$ cat src/rtl/run_mode_pkg.sv
// Shared state type, LED mapping and default dwell constants for run_mode_controller.
package run_mode_pkg;

   typedef enum logic [1:0] {
      StIdle    = 2'd0,
      StArming  = 2'd1,
      StRun     = 2'd2,
      StBraking = 2'd3
   } run_state_t;

   localparam logic [1:0] LED_IDLE    = 2'd0;
   localparam logic [1:0] LED_ARMING  = 2'd1;
   localparam logic [1:0] LED_RUN     = 2'd2;
   localparam logic [1:0] LED_BRAKING = 2'd3;

   localparam int unsigned ARM_CYCLES_DEF   = 125_000_000;
   localparam int unsigned BRAKE_CYCLES_DEF = 62_500_000;
   localparam int unsigned WDT_CYCLES_DEF   = 12_500_000;

   // Bits needed to hold counts 0 .. max_count-1.
   function automatic int unsigned cnt_width(input int unsigned max_count);
      return (max_count > 1) ? $clog2(max_count) : 1;
   endfunction

   function automatic logic [1:0] state_led(input run_state_t s);
      logic [1:0] led;
      led = LED_IDLE;
      unique case (s)
         StIdle:    led = LED_IDLE;
         StArming:  led = LED_ARMING;
         StRun:     led = LED_RUN;
         StBraking: led = LED_BRAKING;
      endcase
      return led;
   endfunction

endpackage

$ cat src/rtl/cycle_timer.sv
// Loadable down-counter that holds at zero; o_done flags a zero count.
module cycle_timer
   import run_mode_pkg::*;
#(
   parameter int unsigned  MAX_COUNT = 8,
   localparam int unsigned W         = cnt_width(MAX_COUNT)
) (
   input  logic         clk,
   input  logic         reset_n,
   input  logic         i_load,
   input  logic [W-1:0] i_value,
   output logic [W-1:0] o_value,
   output logic         o_done
);

   logic [W-1:0] r_count;

   always_ff @(posedge clk or negedge reset_n) begin
      if (!reset_n) begin
         r_count <= '0;
      end else if (i_load) begin
         r_count <= i_value;
      end else if (r_count != '0) begin
         r_count <= r_count - 1'b1;
      end
   end

   assign o_value = r_count;
   assign o_done  = (r_count == '0);

endmodule

$ cat src/rtl/run_mode_controller.sv
// Operator run/stop sequencer and setpoint register for the PID wall follower.
// Define WATCHDOG_EN to add the sensor-strobe watchdog and the sticky fault flag.
module run_mode_controller
   import run_mode_pkg::*;
#(
   parameter int unsigned     SP_W         = 12,
   parameter logic [SP_W-1:0] SP_RESET     = 12'd400,
   parameter logic [SP_W-1:0] SP_STEP      = 12'd10,
   parameter logic [SP_W-1:0] SP_MIN       = 12'd100,
   parameter logic [SP_W-1:0] SP_MAX       = 12'd2000,
   parameter int unsigned     ARM_CYCLES   = ARM_CYCLES_DEF,
   parameter int unsigned     BRAKE_CYCLES = BRAKE_CYCLES_DEF,
   parameter int unsigned     WDT_CYCLES   = WDT_CYCLES_DEF
) (
   input  logic            clk,
   input  logic            reset_n,
   input  logic            start_pb,
   input  logic            stop_pb,
   input  logic            up_pb,
   input  logic            down_pb,
   input  logic            sensor_valid,
   output logic            run_en,
   output logic            brake,
   output logic            pid_clear,
   output logic [SP_W-1:0] setpoint,
   output logic [1:0]      state_o,
   output logic            fault
);

   localparam int unsigned TMR_MAX = (ARM_CYCLES > BRAKE_CYCLES) ? ARM_CYCLES : BRAKE_CYCLES;
   localparam int unsigned TMR_W   = cnt_width(TMR_MAX);
   localparam logic [TMR_W-1:0] ARM_LOAD   = TMR_W'(ARM_CYCLES - 1);
   localparam logic [TMR_W-1:0] BRAKE_LOAD = TMR_W'(BRAKE_CYCLES - 1);

   run_state_t       r_state;
   logic             r_run_en;
   logic             r_brake;
   logic             r_pid_clear;
   logic             r_fault;
   logic [SP_W-1:0]  r_setpoint;
   logic [SP_W-1:0]  w_sp_next;
   logic [SP_W:0]    w_sp_ext;
   logic [SP_W:0]    w_sp_inc;
   logic [SP_W:0]    w_sp_floor;
   logic             w_sp_adj_ok;
   logic             w_start_ok;
   logic             w_wdt_trip;
   logic             w_tmr_load;
   logic             w_tmr_done;
   logic [TMR_W-1:0] w_tmr_val;
   logic [TMR_W-1:0] w_tmr_value;
   logic             w_unused_tmr;

   assign w_start_ok = (r_state == StIdle) && start_pb && !stop_pb;
   assign w_tmr_load = w_start_ok || ((r_state == StRun) && (stop_pb || w_wdt_trip));
   assign w_tmr_val  = (r_state == StIdle) ? ARM_LOAD : BRAKE_LOAD;

   cycle_timer #(
      .MAX_COUNT (TMR_MAX)
   ) u_dwell_timer (
      .clk     (clk),
      .reset_n (reset_n),
      .i_load  (w_tmr_load),
      .i_value (w_tmr_val),
      .o_value (w_tmr_value),
      .o_done  (w_tmr_done)
   );

   assign w_unused_tmr = ^w_tmr_value;

`ifdef WATCHDOG_EN
   localparam int unsigned WDT_W = cnt_width(WDT_CYCLES);
   localparam logic [WDT_W-1:0] WDT_LOAD = WDT_W'(WDT_CYCLES - 1);

   logic             w_wdt_load;
   logic             w_wdt_done;
   logic [WDT_W-1:0] w_wdt_value;
   logic             w_unused_wdt;

   // Reload on RUN entry and on every sensor strobe while running.
   assign w_wdt_load = ((r_state == StArming) && w_tmr_done && !stop_pb) ||
                       ((r_state == StRun) && sensor_valid);
   assign w_wdt_trip = (r_state == StRun) && w_wdt_done && !sensor_valid;

   cycle_timer #(
      .MAX_COUNT (WDT_CYCLES)
   ) u_wdt_timer (
      .clk     (clk),
      .reset_n (reset_n),
      .i_load  (w_wdt_load),
      .i_value (WDT_LOAD),
      .o_value (w_wdt_value),
      .o_done  (w_wdt_done)
   );

   assign w_unused_wdt = ^w_wdt_value;
`else
   logic w_unused_wdt;

   assign w_wdt_trip   = 1'b0;
   assign w_unused_wdt = sensor_valid ^ (WDT_CYCLES == 0);
`endif

   // Extra top bit keeps the step arithmetic free of wrap-around.
   assign w_sp_adj_ok = (r_state == StIdle) || (r_state == StRun);
   assign w_sp_ext    = {1'b0, r_setpoint};
   assign w_sp_inc    = w_sp_ext + {1'b0, SP_STEP};
   assign w_sp_floor  = {1'b0, SP_MIN} + {1'b0, SP_STEP};

   always_comb begin
      w_sp_next = r_setpoint;
      if (w_sp_adj_ok && (up_pb ^ down_pb)) begin
         if (up_pb) begin
            w_sp_next = (w_sp_inc > {1'b0, SP_MAX}) ? SP_MAX : w_sp_inc[SP_W-1:0];
         end else begin
            w_sp_next = (w_sp_ext < w_sp_floor) ? SP_MIN : (r_setpoint - SP_STEP);
         end
      end
   end

   always_ff @(posedge clk or negedge reset_n) begin
      if (!reset_n) begin
         r_state     <= StIdle;
         r_run_en    <= 1'b0;
         r_brake     <= 1'b0;
         r_pid_clear <= 1'b0;
         r_fault     <= 1'b0;
         r_setpoint  <= SP_RESET;
      end else begin
         r_setpoint  <= w_sp_next;
         r_pid_clear <= 1'b0;
         unique case (r_state)
            StIdle: begin
               if (w_start_ok) begin
                  r_state <= StArming;
                  r_fault <= 1'b0;
               end
            end
            StArming: begin
               if (stop_pb) begin
                  r_state <= StIdle;
               end else if (w_tmr_done) begin
                  r_state     <= StRun;
                  r_run_en    <= 1'b1;
                  r_pid_clear <= 1'b1;
               end
            end
            StRun: begin
               if (stop_pb || w_wdt_trip) begin
                  r_state  <= StBraking;
                  r_run_en <= 1'b0;
                  r_brake  <= 1'b1;
                  if (w_wdt_trip) r_fault <= 1'b1;
               end
            end
            StBraking: begin
               if (w_tmr_done) begin
                  r_state <= StIdle;
                  r_brake <= 1'b0;
               end
            end
         endcase
      end
   end

   assign run_en    = r_run_en;
   assign brake     = r_brake;
   assign pid_clear = r_pid_clear;
   assign fault     = r_fault;
   assign setpoint  = r_setpoint;
   assign state_o   = state_led(r_state);

endmodule
$ cat config.mk
export PLATFORM = sky130hd
export DESIGN_NAME = run_mode_controller
export DESIGN_NICKNAME = d
export VERILOG_FILES = /design/src/rtl/run_mode_pkg.sv /design/src/rtl/cycle_timer.sv /design/src/rtl/run_mode_controller.sv
export SDC_FILE = /design/constraint.sdc
export NUM_CORES = 1
export LEC_CHECK = 0
export BUFFER_PORTS_ARGS = -buffer_cell sky130_fd_sc_hd__buf_4
export CAP_MARGIN = 10
export CORE_MARGIN = 1
export CORE_UTILIZATION = 40
export CTS_BUF_LIST = sky130_fd_sc_hd__clkbuf_8
export DETAILED_ROUTE_END_ITERATION = 6
export GPL_TIMING_DRIVEN = 0
export PLACE_DENSITY = 0.71
export SYNTH_ARGS = -nofsm -noshare
export SYNTH_HDL_FRONTEND = slang
export SYNTH_SLANG_ARGS = --single-unit
$ cat constraint.sdc
create_clock -name clk -period 2.4 [get_ports clk]
set_clock_uncertainty 0.15 [all_clocks]
set_input_delay 0.36 -clock clk [delete_from_list [all_inputs] [get_ports clk]]
set_output_delay 0.36 -clock clk [all_outputs]
set_load 0.01 [all_outputs]
### Word-level counts from Yosys, hierarchy flattened

Index checks and enable logic that the tools add are counted.

| word-level totals | value |
|---|---|
| bits in writable memories | 0 |
| bits in latches | 0 |
| input bits | 7 |
| memories | 0 |
| flip-flop bits (word level) | 44 |
| ROM bits | 0 |
| output and inout port bits | 18 |

| operators by class | value |
|---|---|
| div/mod/pow operators | 0 |
| reductions and logical operators | 16 |
| add/subtract/negate cells | 3 |
| magnitude comparators | 2 |
| equality and inequality tests | 9 |
| shift operators | 0 |
| mux-type cells | 23 |
| multipliers | 0 |
| bitwise logic cells | 1 |

Operator list:

| kind | count |
|---|---|
| 27-bit 2-to-1 mux | 3 |
| 12-bit 2-to-1 mux | 3 |
| 27-bit logical NOT | 1 |
| 27-bit nonzero test | 1 |
| 27-bit by 1-bit subtractor with 27-bit output, second input constant | 1 |
| 2-bit case mux with 4 select lines | 2 |
| 12-bit by 4-bit adder with 13-bit output, second input constant | 1 |
| 13-bit by 11-bit greater-than comparator with 1-bit output, second input constant | 1 |
| 12-bit by 7-bit < comparator with 1-bit output, second input constant | 1 |
| 12-bit by 4-bit subtractor with 12-bit output, second input constant | 1 |
| 2-bit 2-to-1 mux | 5 |
| 1-bit 2-to-1 mux | 8 |
| 4-bit AND reduction | 2 |
| 2-bit != test, second input constant | 3 |
| 2-bit nonzero test | 3 |
| 2-bit equality test, second input constant | 2 |
| 1-bit logical AND | 4 |
| 2-bit by 1-bit != test with 1-bit output, second input constant | 2 |
| 1-bit case mux with 2 select lines | 2 |
| 3-bit by 2-bit != test with 1-bit output, second input constant | 1 |
| 3-bit AND reduction | 1 |
| 2-bit by 1-bit equality test with 1-bit output, second input constant | 1 |
| 2-bit logical NOT | 1 |
| 1-bit logical OR | 2 |
| 2 further kinds | 2 |

### Logic depth before layout (Yosys ltp)

Gate-level depths: netlist (run 1).

| depth | value |
|---|---|
| depth in word-level cells | 5 |
| depth in mapped cells | 10 |
| gate-level depth less buffers | 8 |

### By module

Synthesis (run 1) repeated with hierarchy kept, for this count alone.

| second synthesis, totals | value |
|---|---|
| cells, all modules | 349 |
| area total of the unflattened synthesis | 3052.9 um^2 |

By module, submodules not included:

| module | instances | cells each | area an instance (um^2) |
|---|---|---|---|
| cycle_timer | 1 | 178 | 1627.8 |
| run_mode_controller | 1 | 171 | 1425.1 |

### Worst setup path after synthesis (run 1)

Ideal clock, no wire load.

| timing path | value |
|---|---|
| kind | reg-to-reg |
| start point | register r_setpoint[1] (netlist: setpoint[1]) |
| end point | register r_setpoint[7] (netlist: setpoint[7]) |
| arrival time | 2466 ps |
| path buffers | 1 |
| data required time | 2167 ps |
| library setup time | 83 ps |
| stages on the path, launching flop included | 9 |
| clock period less this slack | 2699 ps |
| setup slack | -299 ps |
| cell sequence | dfrtp_1 -> ha_1 -> buf_2 -> or4b_1 -> a2bb2oi_1 -> o22a_1 -> o41a_1 -> and2_4 -> a221o_1 |

| on the way | value |
|---|---|
| word-level cells in the longest chain between the ends | 4 |
| elaborated cells between the ends (all ways) | 7 |

Ends and longest elaborated chain:

| what | line | RTL |
|---|---|---|
| from (decl) | run_mode_controller.sv:40 | `logic [SP_W-1:0] r_setpoint;` |
| from (signal assigned) | run_mode_controller.sv:130 | `r_setpoint <= w_sp_next;` |
| 12-bit by 4-bit adder with 13-bit output | run_mode_controller.sv:107 | `assign w_sp_inc = w_sp_ext + {1'b0, SP_STEP};` |
| 13-bit by 11-bit greater-than comparator with 1-bit output | run_mode_controller.sv:114 | `w_sp_next = (w_sp_inc > {1'b0, SP_MAX}) ? SP_MAX : w_sp_inc[SP_W-1:0];` |
| 12-bit 2-to-1 mux | run_mode_controller.sv:114 |  |
| 12-bit 2-to-1 mux (*) | run_mode_controller.sv:113 | `if (up_pb) begin` |

Mark *: on every way between the ends. The rest lies on a longest branch, timed or not.
A chain may end at the register's enable or synchronous reset.

### Worst setup path after layout (run 1)

| timing path | value |
|---|---|
| start point | register r_setpoint[9] (netlist: setpoint[9]) |
| end point | register r_setpoint[4] (netlist: setpoint[4]) |

Same word-level chain as after synthesis.

==> results.md, run 1 <==
- Outcome: finished, violations left
- Failing checks: negative setup slack
- Total Wirelength: about 8500 um
- Remaining antenna violation count: 0
- Root Driver: clkbuf_8
- Slew @ Worst Pin: 0.833 ns
- PortBufs: 20
- Synth top area share: 0.340
- WHS Endpoint: pid_clear
- FF-to-FF Start: setpoint[9]
- WP data arrival: 2.61 ns
- Starting Density: 0.424
- Post-synth top flop: dfrtp_1
- Commonest non-fill, non-tap cell in the layout: buf_4
- Syn avg cell area: 8.52 um^2
- Min cycle time layout: 2.54 ns
- Worst reg2reg setup slack: -0.14 ns
- Max Slew Vio Count: 0
- Dominant cell type by area after synthesis: dfrtp_1
- Post-synth EDFFs: 0
- Slew margin rel.: 0.442
- Max clock buf depth: 2
- Drc violations: 0
- TritonCTS clock tree: built
- Synth cell types: 68
- PnR worst setup slack: -0.142 ns
- Placer Congestion: 0.892
- # rows: 30
- Die W: just under 90 um
- Ys async rst share: 1.00
- Data required, critical path: 2.46 ns
- Most frequent cells in the layout: buf_4 (53), nand2_1 (38), dfrtp_1 (38)
- Setup crit end kind: register
- Syn. warnings: 0
- Cells taking the most area after synthesis: dfrtp_1 (34%), xnor2_1 (5.6%), nand2_1 (5.0%), o21ai_0 (3.9%), nor2_1 (2.8%)
- Initial antenna violation count: 0
- Unrepaired setup endpoints after global routing: true
- Layout cells sized above 1: 0.349
- PwrDens: between 900 and 1000 nW/um^2
- DP Cell Count: 463
- Starting DRT DRC Count: 258
- Num CTS Buffers: 5
- Hold Path Depth: 2
- Hpwl dp: 5260 um
- Drt first pass iters: 4
- Total die area: 7710 um^2
- H-tree levels: 2
- Critical R2R Capture: setpoint[4]
- Startpoint Class: register
- VDD IR-drop max: between 0.3 and 0.4 mV
- Tightest Hold Check Type: primary input to register
- Critical path class: register to register
- FMAX: ~0.4 GHz
- I/O pin total: 25
- Vias in the first global route: 2,772
- Synth-to-Final Area Change: 38.4%
- Maximum fanout along the worst path: 10
- Fill cell count: 595
- Syn Std Cell Area: 2950 um^2
- Post-DR vias/cell: 5.80
- Final Non-Filler Cells: 509
- Vias: 2,952
- Reg clk slew, reported paths: 0.09 ns
- Core ar.: 6940 um^2
- Routed WL per cell: about 17 um
- WHS: 0.143 ns
- Final period utilization: 1.06
- Post-Synthesis Cells: about 350
- Fin nets: 422
- Tot GR Track Use: 0.217
- Hold path startpoint: stop_pb
- Final setup fails: 20
- First-pass GRT wire length: between 10,000 and 15,000 um
- DIE HEIGHT: 87.8 um
- MaxCap Viol Count: 0
- Clk_lat worst skew: 0.30 ns
- Final hold vios: 0
- ANT cells: 0
- Pleak: 1.65 nW
- CTS Sinks: 43
- Largest net degree at the start of global routing: 44
- R2R cell count: 7
- Total global routing overflow: 0
- Post-synthesis sequential area ratio: 0.366
- Register bit total from synthesis: 43
==> worst max path at each step <==
stage	startpoint	slack, ns	endpoint
floorplan	setpoint[1]	-0.1	setpoint[7]
global placement	setpoint[2]	-0.33	setpoint[4]
detailed placement	setpoint[2]	-0.32	setpoint[4]
CTS	setpoint[1]	-0.19	setpoint[4]
global route	u_dwell_timer.o_value[12]	-0.24	u_dwell_timer.o_value[13]
finish	setpoint[9]	-0.14	setpoint[4]
==> metal layers <==
metal / part of all wire / wire length (um) / up-vias / GRT usage
met5: 0 / 0 / - / 0
met4: 0.021 / 174 / 0 / 0.0700
met3: 0.050 / 425 / 18 / 0.0311
met2: 0.47 / 4010 / 119 / 0.362
met1: 0.45 / 3850 / 1438 / 0.291
li1: - / - / 1377 / -
==> repair_timing <==
action | in CTS | in global routing
buffers inserted | 14 | 26
cloned | 1 | 0
pin swaps | 13 | 32
gates resized for setup | 25 | 79
setup endpoints to repair | 32 | 30
hold buffers | 1 | 0
hold endpoints to repair | 40 | 0
==> cells in the mapped netlist (4+ instances only) <==
master and number:
nand2_1 39, xnor2_1 19, or2_2 4, or3_1 4, nor2_1 22, and3_1 4, a21oi_1 11, dfrtp_1 40
a211oi_1 4, and2_1 4, nor2b_1 5, nor3_1 15, nand3_1 12, mux2i_1 4, o21ai_0 23, nor4_1 8
xor2_1 8, inv_1 12, buf_2 10, clkbuf_1 11, o31ai_1 8, or4_1 5
==> kinds of logic (layout without fill, tap and decap cells) <==
group,after synthesis,count (layout),synth area share
xor+xnor,27,27,0.0803
compound gates,81,81,0.188
buf+inv,39,105,0.0616
mux,4,4,0.0136
fa+ha+maj,3,3,0.0127
other cells,1,2,0.00127
flops,43,43,0.366
simple gates,148,148,0.276
==> state kept, by name, indices dropped and copies added, names as in the netlist <==
name and cells:
setpoint 11, r_state 2, run_en 1, u_dwell_timer.o_value 27, pid_clear 1, brake 1
==> final cells by class <==
type                       instances  area, um^2  area share
clock inverter                     3        37.5     0.00920
clock buffer                       5        68.8      0.0169
timing repair buffer              62         500       0.123
sequential                        43        1080       0.265
multi-input combinational        265        2070       0.508
buffer                            23         154      0.0377
inverter                          12        45.0      0.0110
tap                               96         120      0.0294
==> metrics by stage <==
step	power (W)	setup slack (ns)	utilization	cell area, um^2	TNS, ns
final	0.00385	-0.142	0.587	4080	-1.48
after CTS	0.00341	-0.191	0.514	3570	-0.893
after global placement	0.00262	-0.330	0.465	3230	-4.35
after floorplan	0.00220	-0.0999	-	2960	-0.405
after global routing	0.00409	-0.236	0.587	4080	-4.19
after detailed placement	0.00266	-0.321	0.465	3230	-4.99
==> critical path, cell delays in order, from the launching register on <==
cell	delay (ns)
dfrtp_1	0.35
buf_2	0.25
or4b_4	0.49
a2bb2oi_2	0.14
o22a_1	0.17
o41a_1	0.35
a222oi_1	0.44
o21ai_1	0.11
==> report_power, final <==
part	switching, W	internal, W	total [W]
clock network	0.000260	0.000303	0.000563
logic	0.00111	0.00100	0.00212
registers	0.000248	0.000918	0.00117
total	0.00162	0.00223	0.00385
No activity file was read; power rests on OpenSTA's default activity.
==> run 2: changes to the inputs <==
Settings changed: CORE_ASPECT_RATIO set to 2, PLACE_DENSITY 0.71 to 0.69.
Clock period 2.4 ns to 2.45 ns, I/O delays scaled along.
==> results.md, run 2 (synthesis gave the netlist of run 1 again) <==
- Starting Density: 0.418 (was 0.424)
- Max clock buf depth: 2 (unchanged)
- Crit-path slowest cell: or4b_4 (unchanged)
- First-pass GRT wire length: 13,600 um (was 13,200 um)
- CTS Sinks: 43 (unchanged)
- PwrDens: 950 nW/um^2 (was 943 nW/um^2)
- Critical Path Start: setpoint[1] (was setpoint[9])
- Final hold vios: 0 (unchanged)
- Max Slew Vio Count: 0 (unchanged)
- Crit-path leading delay family: compound AO/OA/AOI/OAI gates (unchanged)
- ANT cells: 0 (unchanged)
- Slew @ Worst Pin: 0.834 ns (was 0.833 ns)
- Total global routing overflow: 0 (unchanged)
- Total Wirelength: 8840 um (was 8470 um)
- Pleak: 1.57 nW (was 1.65 nW)
- # rows: 43 (was 30)
- Startpoint Class: register (unchanged)
- Starting DRT DRC Count: 194 (was 258)
- Crit-path max cell delay: 0.48 ns (was 0.49 ns)
- Data required, critical path: 2.54 ns (was 2.46 ns)
- Initial antenna violation count: 0 (unchanged)
- Vias: 2,895 (was 2,952)
- FF-to-FF Start: setpoint[1] (was setpoint[9])
- Register area: 1080 um^2 (about the same)
- Fin nets: 411 (was 422)
- Worst Path Buf+Inv: 1 (unchanged)
- Remaining antenna violation count: 0 (unchanged)
- Reg clk slew, reported paths: 0.09 ns (about the same)
- VDD IR-drop max: 0.619 mV (was 0.374 mV)
- Outcome: finished, violations left (unchanged)
- Total die area: 7730 um^2 (was 7710 um^2)
- Final setup fails: 8 (was 20)
- Most frequent cells in the layout: buf_4 (50), nand2_1 (39), dfrtp_1 (39) (was buf_4 (53), nand2_1 (38), dfrtp_1 (38))
- Setup crit end kind: register (unchanged)
- Hpwl dp: 6010 um (was 5260 um)
- Synth-to-Final Area Change: 32.5% (was 38.4%)
- R2R cell count: 8 (was 7)
- GRT met3 Usage: 0.0314 (was 0.0311)
- Die W: 62.7 um (was 87.8 um)
- Tightest Hold Check Type: primary input to register (unchanged)
- Slew margin rel.: 0.442 (about the same)
- Unrepaired setup endpoints after global routing: true (unchanged)
- Routed WL per cell: 18.0 um (was 16.6 um)
- DIE HEIGHT: 123 um (was 87.8 um)
- Worst-path cell chain: buf_6, ha_4, or4b_4, a2bb2oi_2, o22a_1, o41a_1, and2_4, a221o_1 (was buf_2, or4b_4, a2bb2oi_2, o22a_1, o41a_1, a222oi_1, o21ai_1)
- Final setup TNS: -0.531 ns (was -1.48 ns)
- Met1 Usage GRT: 0.215 (was 0.291)
- Post-DR vias/cell: 5.88 (was 5.80)
- Area taken by multi-input logic gates: 1990 um^2 (was 2070 um^2)
- MaxCap Viol Count: 0 (unchanged)
- Failing checks: negative setup slack (unchanged)
- Critical path class: register to register (unchanged)
- FMAX: 0.387 GHz (was 0.393 GHz)
- Tot GR Track Use: 0.229 (was 0.217)
- Drt first pass iters: 4 (unchanged)
- TritonCTS clock tree: built (unchanged)
- Largest register FFs: 27 (unchanged)
- Num CTS Buffers: 5 (unchanged)
- Critical R2R Capture: setpoint[7] (was setpoint[4])
- Vias in the first global route: 2,846 (was 2,772)
- GR Util met2: 0.446 (was 0.362)
- Instance count on the critical path: 8 (was 7)
- Worst reg2reg setup slack: -0.14 ns (about the same)
- WP data arrival: 2.68 ns (was 2.61 ns)
- Clk_lat worst skew: 0.31 ns (was 0.30 ns)
- Largest net degree at the start of global routing: 44 (unchanged)
- H-tree levels: 2 (unchanged)
- DP Worst Slack: -0.294 ns (was -0.321 ns)
- Commonest non-fill, non-tap cell in the layout: buf_4 (unchanged)
- Placer Congestion: 0.931 (was 0.892)
- Root Driver: clkbuf_8 (unchanged)
- Drc violations: 0 (unchanged)
- Gr busiest metal: met2 (unchanged)
- I/O pin total: 25 (unchanged)
- CP endpoint: setpoint[7] (was setpoint[4])
- Fill cell count: 643 (was 595)
- Final Core Density: 0.554 (was 0.587)
- Hold path startpoint: stop_pb (unchanged)
- Maximum fanout along the worst path: 5 (was 10)
- PortBufs: 20 (unchanged)
- Core ar.: 7050 um^2 (was 6940 um^2)
- Layout cells sized above 1: 0.303 (was 0.349)
- PnR worst setup slack: -0.136 ns (was -0.142 ns)
- Tot Pwr: 0.00371 W (was 0.00385 W)
- Min cycle time layout: 2.59 ns (was 2.54 ns)
- Final period utilization: 1.06 (about the same)
-- run 2: worst min-delay path by stage --
stage / end / slack (ns) / depth (start not counted)
final: pid_clear / 0.13 / 2
after global routing: pid_clear / 0.14 / 2
after CTS: pid_clear / 0.12 / 2
after detailed placement: setpoint[1] / 0.26 / 1
after global placement: setpoint[1] / 0.25 / 1
after floorplan: brake / -0.08 / 0
-- run 2: timing repair --
action	4_1_cts	5_1_grt
hold buffers	1	0
endpoints found under the hold margin	40	0
setup buffers	10	19
pin swaps	8	17
setup endpoints to repair	36	23
gates resized for setup	18	55
gates cloned	0	1
-- run 2: layout make-up --
| type | instances | share of cell area |
|---|---|---|
| inverters | 12 | 0.0115 |
| clock buffers | 6 | 0.0211 |
| clock inverters | 2 | 0.00897 |
| flip-flops and latches | 43 | 0.277 |
| plain buffers | 23 | 0.0381 |
| repair buffers | 51 | 0.104 |
| well taps | 90 | 0.0288 |
| multi-input cells | 265 | 0.510 |
-- run 2: where the power goes --
group / internal [W] / switching [W]
Clock: 0.000330 / 0.000255
Combinational: 0.000898 / 0.00107
Sequential: 0.000898 / 0.000263
Total: 0.00213 / 0.00158
-- run 2: stage by stage --
step,hold WS [ns],std cells,cell area [um^2]
3_3_place_gp,0.253,457,3220
3_5_place_dp,0.255,457,3220
6_report,0.135,492,3910
2_1_floorplan,-0.0781,347,2960
5_1_grt,0.140,492,3910
4_1_cts,0.118,475,3520
-- run 2: metal layers --
layer	wire length, um	share of wire
met1	3060	0.35
met5	0	0
met3	302	0.034
met2	5070	0.57
met4	395	0.045
-- run 2: worst reg2reg max path, stage by stage, from the launching register on --
cell and delay, ns:
dfrtp_1 0.39, buf_6 0.12, ha_4 0.15, or4b_4 0.48
a2bb2oi_2 0.14, o22a_1 0.20, o41a_1 0.34, and2_4 0.20
a221o_1 0.33
